===== src/rtl/signed_divider_if.sv =====
// Request/response bundle for signed_divider: the master presents operands and start,
// and the divider returns its status and the held results.
interface signed_divider_if #(
    parameter int N = 32
);
    logic         start;
    logic         signed_op;
    logic [N-1:0] dividend;
    logic [N-1:0] divisor;
    logic         busy;
    logic         done;
    logic [N-1:0] quotient;
    logic [N-1:0] remainder;
    logic         div_by_zero;

    modport master (
        output start, signed_op, dividend, divisor,
        input  busy, done, quotient, remainder, div_by_zero
    );

    modport slave (
        input  start, signed_op, dividend, divisor,
        output busy, done, quotient, remainder, div_by_zero
    );
endinterface


===== src/rtl/signed_divider.sv =====
// Sequential N-bit signed/unsigned divider: one restoring shift-subtract step per cycle,
// sign handling done on magnitudes before and after the iteration loop.
module signed_divider #(
    parameter int N = 32
) (
    input  logic            clk,
    input  logic            reset,
    signed_divider_if.slave bus
);
    localparam int            CW   = $clog2(N) + 1;
    localparam logic [CW-1:0] LAST = CW'(N - 1);

    typedef enum logic [2:0] {IDLE, PREP, ITER, FIX, DONE} state_t;

    state_t        state;
    logic [CW-1:0] count;
    logic [N-1:0]  dvnd;
    logic [N-1:0]  dvsr;
    logic [N-1:0]  quo_acc;
    logic [N:0]    part_rem;
    logic [N+1:0]  trial;
    logic          sop, neg_q, neg_r, dbz;
    logic          busy_r, done_r, dbz_r;
    logic [N-1:0]  quo_r, rem_r;

    function automatic logic [N-1:0] negate(input logic [N-1:0] v);
        return ~v + N'(1);
    endfunction

    // Shift the next dividend bit into the partial remainder and trial-subtract;
    // the top bit of trial is the borrow that decides whether to restore.
    assign trial = {part_rem, quo_acc[N-1]} - {2'b00, dvsr};

    always_ff @(posedge clk or negedge reset) begin
        if (!reset) begin
            // NOTE: every register, datapath included, is cleared so an aborted
            // operation leaves nothing behind for the next start to trip over.
            state    <= IDLE;
            count    <= '0;
            dvnd     <= '0;
            dvsr     <= '0;
            quo_acc  <= '0;
            part_rem <= '0;
            sop      <= 1'b0;
            neg_q    <= 1'b0;
            neg_r    <= 1'b0;
            dbz      <= 1'b0;
            busy_r   <= 1'b0;
            done_r   <= 1'b0;
            dbz_r    <= 1'b0;
            quo_r    <= '0;
            rem_r    <= '0;
        end else begin
            // NOTE: non-blocking assignments throughout, so every branch reads the
            // pre-edge register values regardless of statement order.
            case (state)
                IDLE: begin
                    if (bus.start) begin
                        dvnd   <= bus.dividend;
                        dvsr   <= bus.divisor;
                        sop    <= bus.signed_op;
                        busy_r <= 1'b1;
                        state  <= PREP;
                    end
                end
                PREP: begin
                    quo_acc  <= (sop && dvnd[N-1]) ? negate(dvnd) : dvnd;
                    dvsr     <= (sop && dvsr[N-1]) ? negate(dvsr) : dvsr;
                    part_rem <= '0;
                    count    <= '0;
                    neg_q    <= sop & (dvnd[N-1] ^ dvsr[N-1]);
                    neg_r    <= sop & dvnd[N-1];
                    dbz      <= (dvsr == '0);
                    state    <= (dvsr == '0) ? FIX : ITER;
                end
                ITER: begin
                    if (trial[N+1]) begin
                        part_rem <= {part_rem[N-1:0], quo_acc[N-1]};
                        quo_acc  <= {quo_acc[N-2:0], 1'b0};
                    end else begin
                        part_rem <= trial[N:0];
                        quo_acc  <= {quo_acc[N-2:0], 1'b1};
                    end
                    count <= count + CW'(1);
                    if (count == LAST) state <= FIX;
                end
                FIX: begin
                    // Results land only here, so the outputs never show partial values.
                    if (dbz) begin
                        quo_r <= '1;
                        rem_r <= dvnd;
                    end else begin
                        quo_r <= neg_q ? negate(quo_acc) : quo_acc;
                        rem_r <= neg_r ? negate(part_rem[N-1:0]) : part_rem[N-1:0];
                    end
                    dbz_r  <= dbz;
                    done_r <= 1'b1;
                    busy_r <= 1'b0;
                    state  <= DONE;
                end
                DONE: begin
                    done_r <= 1'b0;
                    state  <= IDLE;
                end
                default: state <= IDLE;
            endcase
        end
    end

    assign bus.busy        = busy_r;
    assign bus.done        = done_r;
    assign bus.quotient    = quo_r;
    assign bus.remainder   = rem_r;
    assign bus.div_by_zero = dbz_r;
endmodule


===== src/flat_wrapper.sv =====
// flat-port wrapper written by rule: the top's interface ports become plain ports
module signed_divider_flat 
#(
    parameter int N = 32
)
  (clk, reset, bus_start, bus_signed_op, bus_dividend, bus_divisor, bus_busy, bus_done, bus_quotient, bus_remainder, bus_div_by_zero);
  signed_divider_if #(.N(N)) bus_i ();
  input  logic clk;
  input  logic reset;
  input wire logic [$bits(bus_i.start)-1:0] bus_start;
  input wire logic [$bits(bus_i.signed_op)-1:0] bus_signed_op;
  input wire logic [$bits(bus_i.dividend)-1:0] bus_dividend;
  input wire logic [$bits(bus_i.divisor)-1:0] bus_divisor;
  output wire logic [$bits(bus_i.busy)-1:0] bus_busy;
  output wire logic [$bits(bus_i.done)-1:0] bus_done;
  output wire logic [$bits(bus_i.quotient)-1:0] bus_quotient;
  output wire logic [$bits(bus_i.remainder)-1:0] bus_remainder;
  output wire logic [$bits(bus_i.div_by_zero)-1:0] bus_div_by_zero;
  assign bus_i.start = bus_start;
  assign bus_i.signed_op = bus_signed_op;
  assign bus_i.dividend = bus_dividend;
  assign bus_i.divisor = bus_divisor;
  assign bus_busy = bus_i.busy;
  assign bus_done = bus_i.done;
  assign bus_quotient = bus_i.quotient;
  assign bus_remainder = bus_i.remainder;
  assign bus_div_by_zero = bus_i.div_by_zero;
  signed_divider #(.N(N)) u_core (.clk(clk), .reset(reset), .bus(bus_i));
endmodule

===== config.mk =====
export PLATFORM = sky130hd
export DESIGN_NAME = signed_divider_flat
export DESIGN_NICKNAME = d
export VERILOG_FILES = /design/src/rtl/signed_divider_if.sv /design/src/rtl/signed_divider.sv /design/src/flat_wrapper.sv
export SDC_FILE = /design/constraint.sdc
export NUM_CORES = 1
export LEC_CHECK = 0
export ABC_AREA = 1
export ABC_CLOCK_PERIOD_IN_PS = 2100
export CORE_UTILIZATION = 23
export CTS_CLUSTER_DIAMETER = 200
export DETAILED_ROUTE_END_ITERATION = 8
export GPL_TIMING_DRIVEN = 0
export PLACE_DENSITY = 0.46
export SETUP_SLACK_MARGIN = 0.1
export SLEW_MARGIN = 20
export SYNTH_ARGS = -nofsm -noshare
export SYNTH_HDL_FRONTEND = slang
export SYNTH_SLANG_ARGS = --single-unit

===== constraint.sdc =====
create_clock -name clk -period 2.1 [get_ports clk]
set_input_delay 0.315 -clock clk [delete_from_list [all_inputs] [get_ports clk]]
set_output_delay 0.315 -clock clk [all_outputs]
set_load 0.05 [all_outputs]

---- After elaboration in Yosys (flattened, before gate mapping) ----
Index checks and enable logic that the tools add are counted.
operators by class
  bitwise gates (word level) .............. 7
  equal/unequal tests ..................... 8
  reduce and logical (&&, ||, !) cells .... 12
  add/sub/neg operators ................... 6
  multiplexer cells ....................... 20
operators with widths
  operator                 count
  $mux W32                 7
  $add A32 B1 Y32 const B  4
  $not A32 Y32             4
  $pmux W32 S2             2
  $pmux W33 S2             1
  $sub A34 B32 Y34         1
  $mux W33                 1
  $logic_not A32 Y1        1
  $pmux W3 S4              1
  $pmux W6 S2              1
  $reduce_bool A2 Y1       4
  $add A6 B1 Y6 const B    1
  $eq A3 B2 Y1 const B     2
  $eq A6 B5 Y1 const B     1
  $mux W3                  2
  $reduce_and A2 Y1        3
  $ne A2 B1 Y1 const B     2
  $pmux W1 S2              2
  $eq A3 B1 Y1 const B     1
  $eq A3 B3 Y1 const B     1
  $logic_not A3 Y1         1
  $mux W1                  3
  $reduce_and A3 Y1        1
  $and A1 B1 Y1            2
  other kinds (3)          4
word-level totals
  word-level logic and storage cells ...... 68
  output and inout port bits .............. 67
  flip-flop bits (word level) ............. 209
  input port bits ......................... 68

---- Depth between registers and ports, before layout ----
  word-level depth ........................ 4
  mapped depth ............................ 18
  depth with buffers taken out ............ 17

---- Least setup slack after synthesis ----
Ideal clock, no wire load.
  path kind ............................... register to register
  start point ............................. reg u_core.part_rem[1]
  end point ............................... reg u_core.part_rem[19]
  period minus slack after synthesis ...... 2.081 ns
  data required time ...................... 1.982 ns
  setup time .............................. 0.118 ns
  setup slack ............................. 0.019 ns
  arrival ................................. 1.963 ns
  cell stages (with the launch flop) ...... 18
  cell sequence ........................... dfrtp_1 > ha_1 > buf_2 > nand2_1 > nand2_1 > nand2_1 > nand2_1 > nand2_1 > nand3_2 > nand2_1 > nand2_1 > nand2_1 > nand2_1 > nand2_2 > buf_2 > nand3_1 > nand3_1 > nand2_1
between the ends
  word-level cells in the longest chain between the ends .. 3
RTL lines
  element                 line                  RTL
  from (decl)             signed_divider.sv:20  logic [N:0] part_rem;
  from (signal assigned)  signed_divider.sv:78  part_rem <= {part_rem[N-1:0], quo_acc[N-1]};
  from (signal assigned)  signed_divider.sv:81  part_rem <= trial[N:0];
  $sub A34 B32 Y34        signed_divider.sv:32  assign trial = {part_rem, quo_acc[N-1]} - {2'b00, dvsr};
  $mux W33                signed_divider.sv:77  if (trial[N+1]) begin
  $pmux W33 S2            signed_divider.sv:56  case (state)
Every way passes these cells.
A chain may end at the register's enable or synchronous reset.

---- Worst setup path after layout ----
  start point ............................. reg u_core.dvsr[6]
  end point ............................... reg u_core.part_rem[9]
between the ends
  word-level cells in the longest chain between the ends .. 3
RTL lines
  element                 line                  RTL
  from (decl)             signed_divider.sv:18  logic [N-1:0] dvsr;
  from (signal assigned)  signed_divider.sv:60  dvsr <= bus.divisor;
  from (signal assigned)  signed_divider.sv:68  dvsr <= (sop && dvsr[N-1]) ? negate(dvsr) : dvsr;
  $sub A34 B32 Y34        signed_divider.sv:32
  $mux W33                signed_divider.sv:77
  $pmux W33 S2            signed_divider.sv:56
Every way passes these cells.

==> results_dict.tcl <==
set metrics [dict create \
    worst-path-max-fanout 7 \
    yosysWarnings 0 \
    design.die.area_sq_um 65370 \
    failed_checks "negative setup slack" \
    holdCritStartpoint "bus_dividend[28]" \
    final.min_clock_period_ns 2.356 \
    track_usage_pct 20.08 \
    hp-class "in -> reg" \
    post-synth-top-area-cell "dfrtp_1" \
    totalPowerFinal_mw 32.76 \
    intPower_mw 15.24 \
    insertion_delay_ns 0.58 \
    synth.cells.most_frequent "nand2_1, inv_1, nand3_1, nor2_1, dfrtp_1" \
    worstPathCellList "clkinvlp_4 -> ha_4 -> nand2_2 -> nand2_2 -> nand2_1 -> nand2_1 -> inv_1 -> nand3_2 -> nand2_2 -> nand2_2 -> nand2_4 -> nand2_8 -> nand2_8 -> buf_12 -> buf_16 -> nand3_2 -> nand3_2 -> nand2_1" \
    finalCoreUtilization_pct 34.14 \
    fmaxAchievable_ghz 0.4245 \
    cts_num_sinks 209 \
    grt.overflow.total 0 \
    wl_per_cell_um 19.86 \
    syn-instance-count 2238 \
    post-dp-hpwl_um 51510 \
    final.setup_skew_ns 0.02474 \
    vdd_ir_drop_max_mv 0.6378 \
    worst_r2r_endpoint "u_core.part_rem[9]$_DFFE_PN0N_" \
    layout_worst_path_cycle_share_pct 112.2 \
    count_of_distinct_cell_types_in_the_synthesized_netlist 43 \
    gp_congestion 0.9234 \
    yosysSeqAreaShare_pct 35.34 \
    clk_path_buf_depth 3 \
    library_cell_with_the_highest_instance_count_after_synthesis "nand2_1" \
    fp.coreArea_sq_um 63310 \
    power.density_nw_per_um2 1516 \
    final-setup-viol-count 34 \
    vias 16330 \
    drt_pass1_iterations 5 \
    timing_worst_setup_path_type "reg -> reg" \
    synth_fp_nets 2344 \
    worst_hold_path.num_cells 3 \
    tritoncts "done" \
    drc_errors 0 \
    postSynthAreaPerCell_sq_um 6.613 \
    post_synth_top_area_share_pct 35.34 \
    hold_violations 0 \
    wire_length_of_the_first_global_routing_pass_um 100600 \
    layout_cell_share_with_drive_strength_beyond_1_pct 25.34 \
    cts_inserted_buffers 27 \
    net_count_reported_at_finish 2643 \
    antenna_found_initial 1 \
    grt_max_degree 86 \
    starting_utilization_of_the_core_area_pct 23.38 \
    clock_power_share_pct 13.7 \
    postRouteWirelength_um 67490 \
    drv_slew 0 \
    critical_path.startpoint_type "flip-flop" \
    area_growth_pct 46.02 \
    setup_repair_after_global_routing_missed_its_margin "true" \
    count_of_buffers_from_port_buffering 134 \
    power.sequential.fraction_pct 23.2 \
    timing.final.ws_setup_ns -0.2559 \
    worst-slew-pin-transition_ns 0.8266 \
    ys_dominant_reg_cell "dfrtp_1" \
    postSynthRegisterBits 209 \
    reg2reg_from "u_core.dvsr[6]$_DFFE_PN0P_" \
    total_switching_power_mw 17.52 \
    timing.critical_path.mode_cell "nand2_2" \
    required_ns 2.59 \
    swShare_pct 53.48 \
    run_status "complete, but fails checks" \
    first_global_vias 16130 \
    cts.reportedPaths.clkPinSlew_ns 0.06 \
    critical_path.max_stage_delay_ns 0.39 \
    max_cap_viol_count 0 \
    worst_ep_arrival_time_ns 2.85 \
    placed_cells 3220 \
    post_synth_instance_area_sq_um 14800 \
    hold_path_end "u_core.dvnd[28]$_DFFE_PN0P_" \
    synthArstFlopShare_pct 100.0 \
    crit_path_top_delay_cell "dfrtp_1" \
    static-leakage-power_nw 10.22 \
    synth-edff-count 0 \
    reg2reg_slack_ns -0.26 \
    fp.dieH_um 255.7 \
    cts.root.buffer_cell "clkbuf_16" \
    slew_headroom_pct 44.42 \
    num_rows 92 \
    cts_htree_levels 1 \
    drt.antenna.violating_nets 0 \
    r2r_cell_count 18 \
    layoutNonFillerInstCount 3399 \
    ioPinCount 135 \
    combinationalPowerShare_pct 63.1 \
    horizontal_extent_of_the_die_um 255.7 \
    via_per_inst 4.803 \
    drt_iter0_markers 1099 \
    yosys-top-cells-area "dfrtp_1, nand2_1, nand3_1" \
    diodes 0 \
    end_kind "flip-flop" \
]
sequential cells by signal, summed over array words and instances, names as in the netlist:
name and flops:
u_core.dvnd 32, u_core.quo_acc 32, u_core.dvsr 32, u_core.count 6
u_core.sop 1, u_core.bus.busy 1, u_core.bus.div_by_zero 1, u_core.neg_r 1
u_core.state 3, u_core.bus.remainder 32, u_core.bus.done 1, u_core.neg_q 1
u_core.dbz 1, u_core.part_rem 33, u_core.bus.quotient 32
per-stage QoR:
| step | hold slack [ns] | area [sq um] | setup WS (ns) | TNS, ns |
|---|---|---|---|---|
| after floorplan | 0.01941 | 14910 | 0.08970 | 0 |
| after global routing | 0.2897 | 21610 | -0.3899 | -11.46 |
| after detailed placement | 0.3863 | 17370 | -0.9300 | -96.88 |
| final | 0.2816 | 21610 | -0.2559 | -6.816 |
| after global placement | 0.4637 | 17310 | -8.848 | -1932.06 |
| after CTS | 0.2590 | 20370 | -0.2515 | -7.221 |
worst max path at each step:
stage | start | end | slack (ns) | cells after the start
2_1_floorplan | u_core.part_rem[1]$_DFFE_PN0N_ | u_core.quo_acc[0]$_DFFE_PN0N_ | 0.09 | 15
3_3_place_gp | reset | u_core.dvsr[23]$_DFFE_PN0P_ | -8.85 | 1
3_5_place_dp | u_core.state[2]$_DFFE_PN0P_ | u_core.bus.remainder[23]$_DFFE_PN0P_ | -0.93 | 6
4_1_cts | u_core.dvsr[6]$_DFFE_PN0P_ | u_core.part_rem[9]$_DFFE_PN0N_ | -0.25 | 18
5_1_grt | u_core.dvsr[12]$_DFFE_PN0P_ | u_core.part_rem[9]$_DFFE_PN0N_ | -0.39 | 18
6_report | u_core.dvsr[6]$_DFFE_PN0P_ | u_core.part_rem[9]$_DFFE_PN0N_ | -0.26 | 18
what timing repair did:
action                     CTS  global route
resized for setup          430           256
hold endpoints to repair    84             0
pin swaps                  103           120
setup endpoints to repair  268           159
hold buffers                 1             0
cloned                       9             2
setup buffers               82            44
per-layer routing:
| layer | track usage, % | routed length [um] | vias up |
|---|---|---|---|
| met4 | 6.603 | 2545 | 0 |
| met5 | 0 | 0 | - |
| met3 | 1.664 | 2252 | 102 |
| li1 | - | - | 7922 |
| met2 | 35.91 | 33750 | 363 |
| met1 | 25.31 | 28950 | 7938 |
layout by cell type (no fill, tap or decap), types with 19 or more instances in the layout:
cell type / instances
clkbuf_2: 29
inv_1: 279
o22ai_1: 27
buf_4: 101
a22oi_1: 27
nand3_4: 25
nand3_2: 99
a21oi_1: 40
nand2_2: 58
nor2_4: 27
dlygate4sd2_1: 67
nand4_1: 26
inv_2: 31
dfrtp_2: 29
nand2_1: 582
o211ai_1: 21
clkbuf_1: 19
o21ai_0: 106
buf_6: 31
ha_4: 35
nor2_1: 177
dfrtp_1: 180
nand3_1: 122
clkdlybuf4s50_1: 66
clkbuf_16: 29
o221ai_1: 22
a31oi_1: 19
xor2_1: 31
o21ai_1: 25
critical path: cells and delay by family, from the launching register on:
family        cells  cell delay, ns
fa+ha+maj         1            0.35
flops             1            0.39
simple gates     13            0.99
buf+inv           4            0.55
kinds of logic after synthesis:
group / count (synthesis) / synth area share [%]
AND/OR/NAND/NOR: 1226 / 35.30
buffers and inverters: 401 / 10.55
AO/OA/AOI/OAI: 319 / 12.88
flip-flops: 209 / 35.34
XOR/XNOR: 45 / 2.663
adder cells (fa/ha/maj): 38 / 3.263
final cells by class:
type | count | area, sq um
fillers | 6777 | 41700
multi-input cells | 1628 | 10070
flip-flops and latches | 209 | 5266
repair buffers | 272 | 2613
inverters | 327 | 1272
well taps | 846 | 1059
clock buffers | 40 | 784.5
plain buffers | 72 | 505.5
clock inverters | 5 | 40.04
power by group through the flow:
stage	logic [mW]	clock network, mW	registers (mW)
floorplan	8.85	0	8.87
finish	20.7	4.50	7.61
global placement	16.4	0	7.44
detailed placement	16.5	0	7.47
CTS	19.1	4.59	7.49
global route	22.3	4.74	7.82
Power figures use the tool's default switching activity.
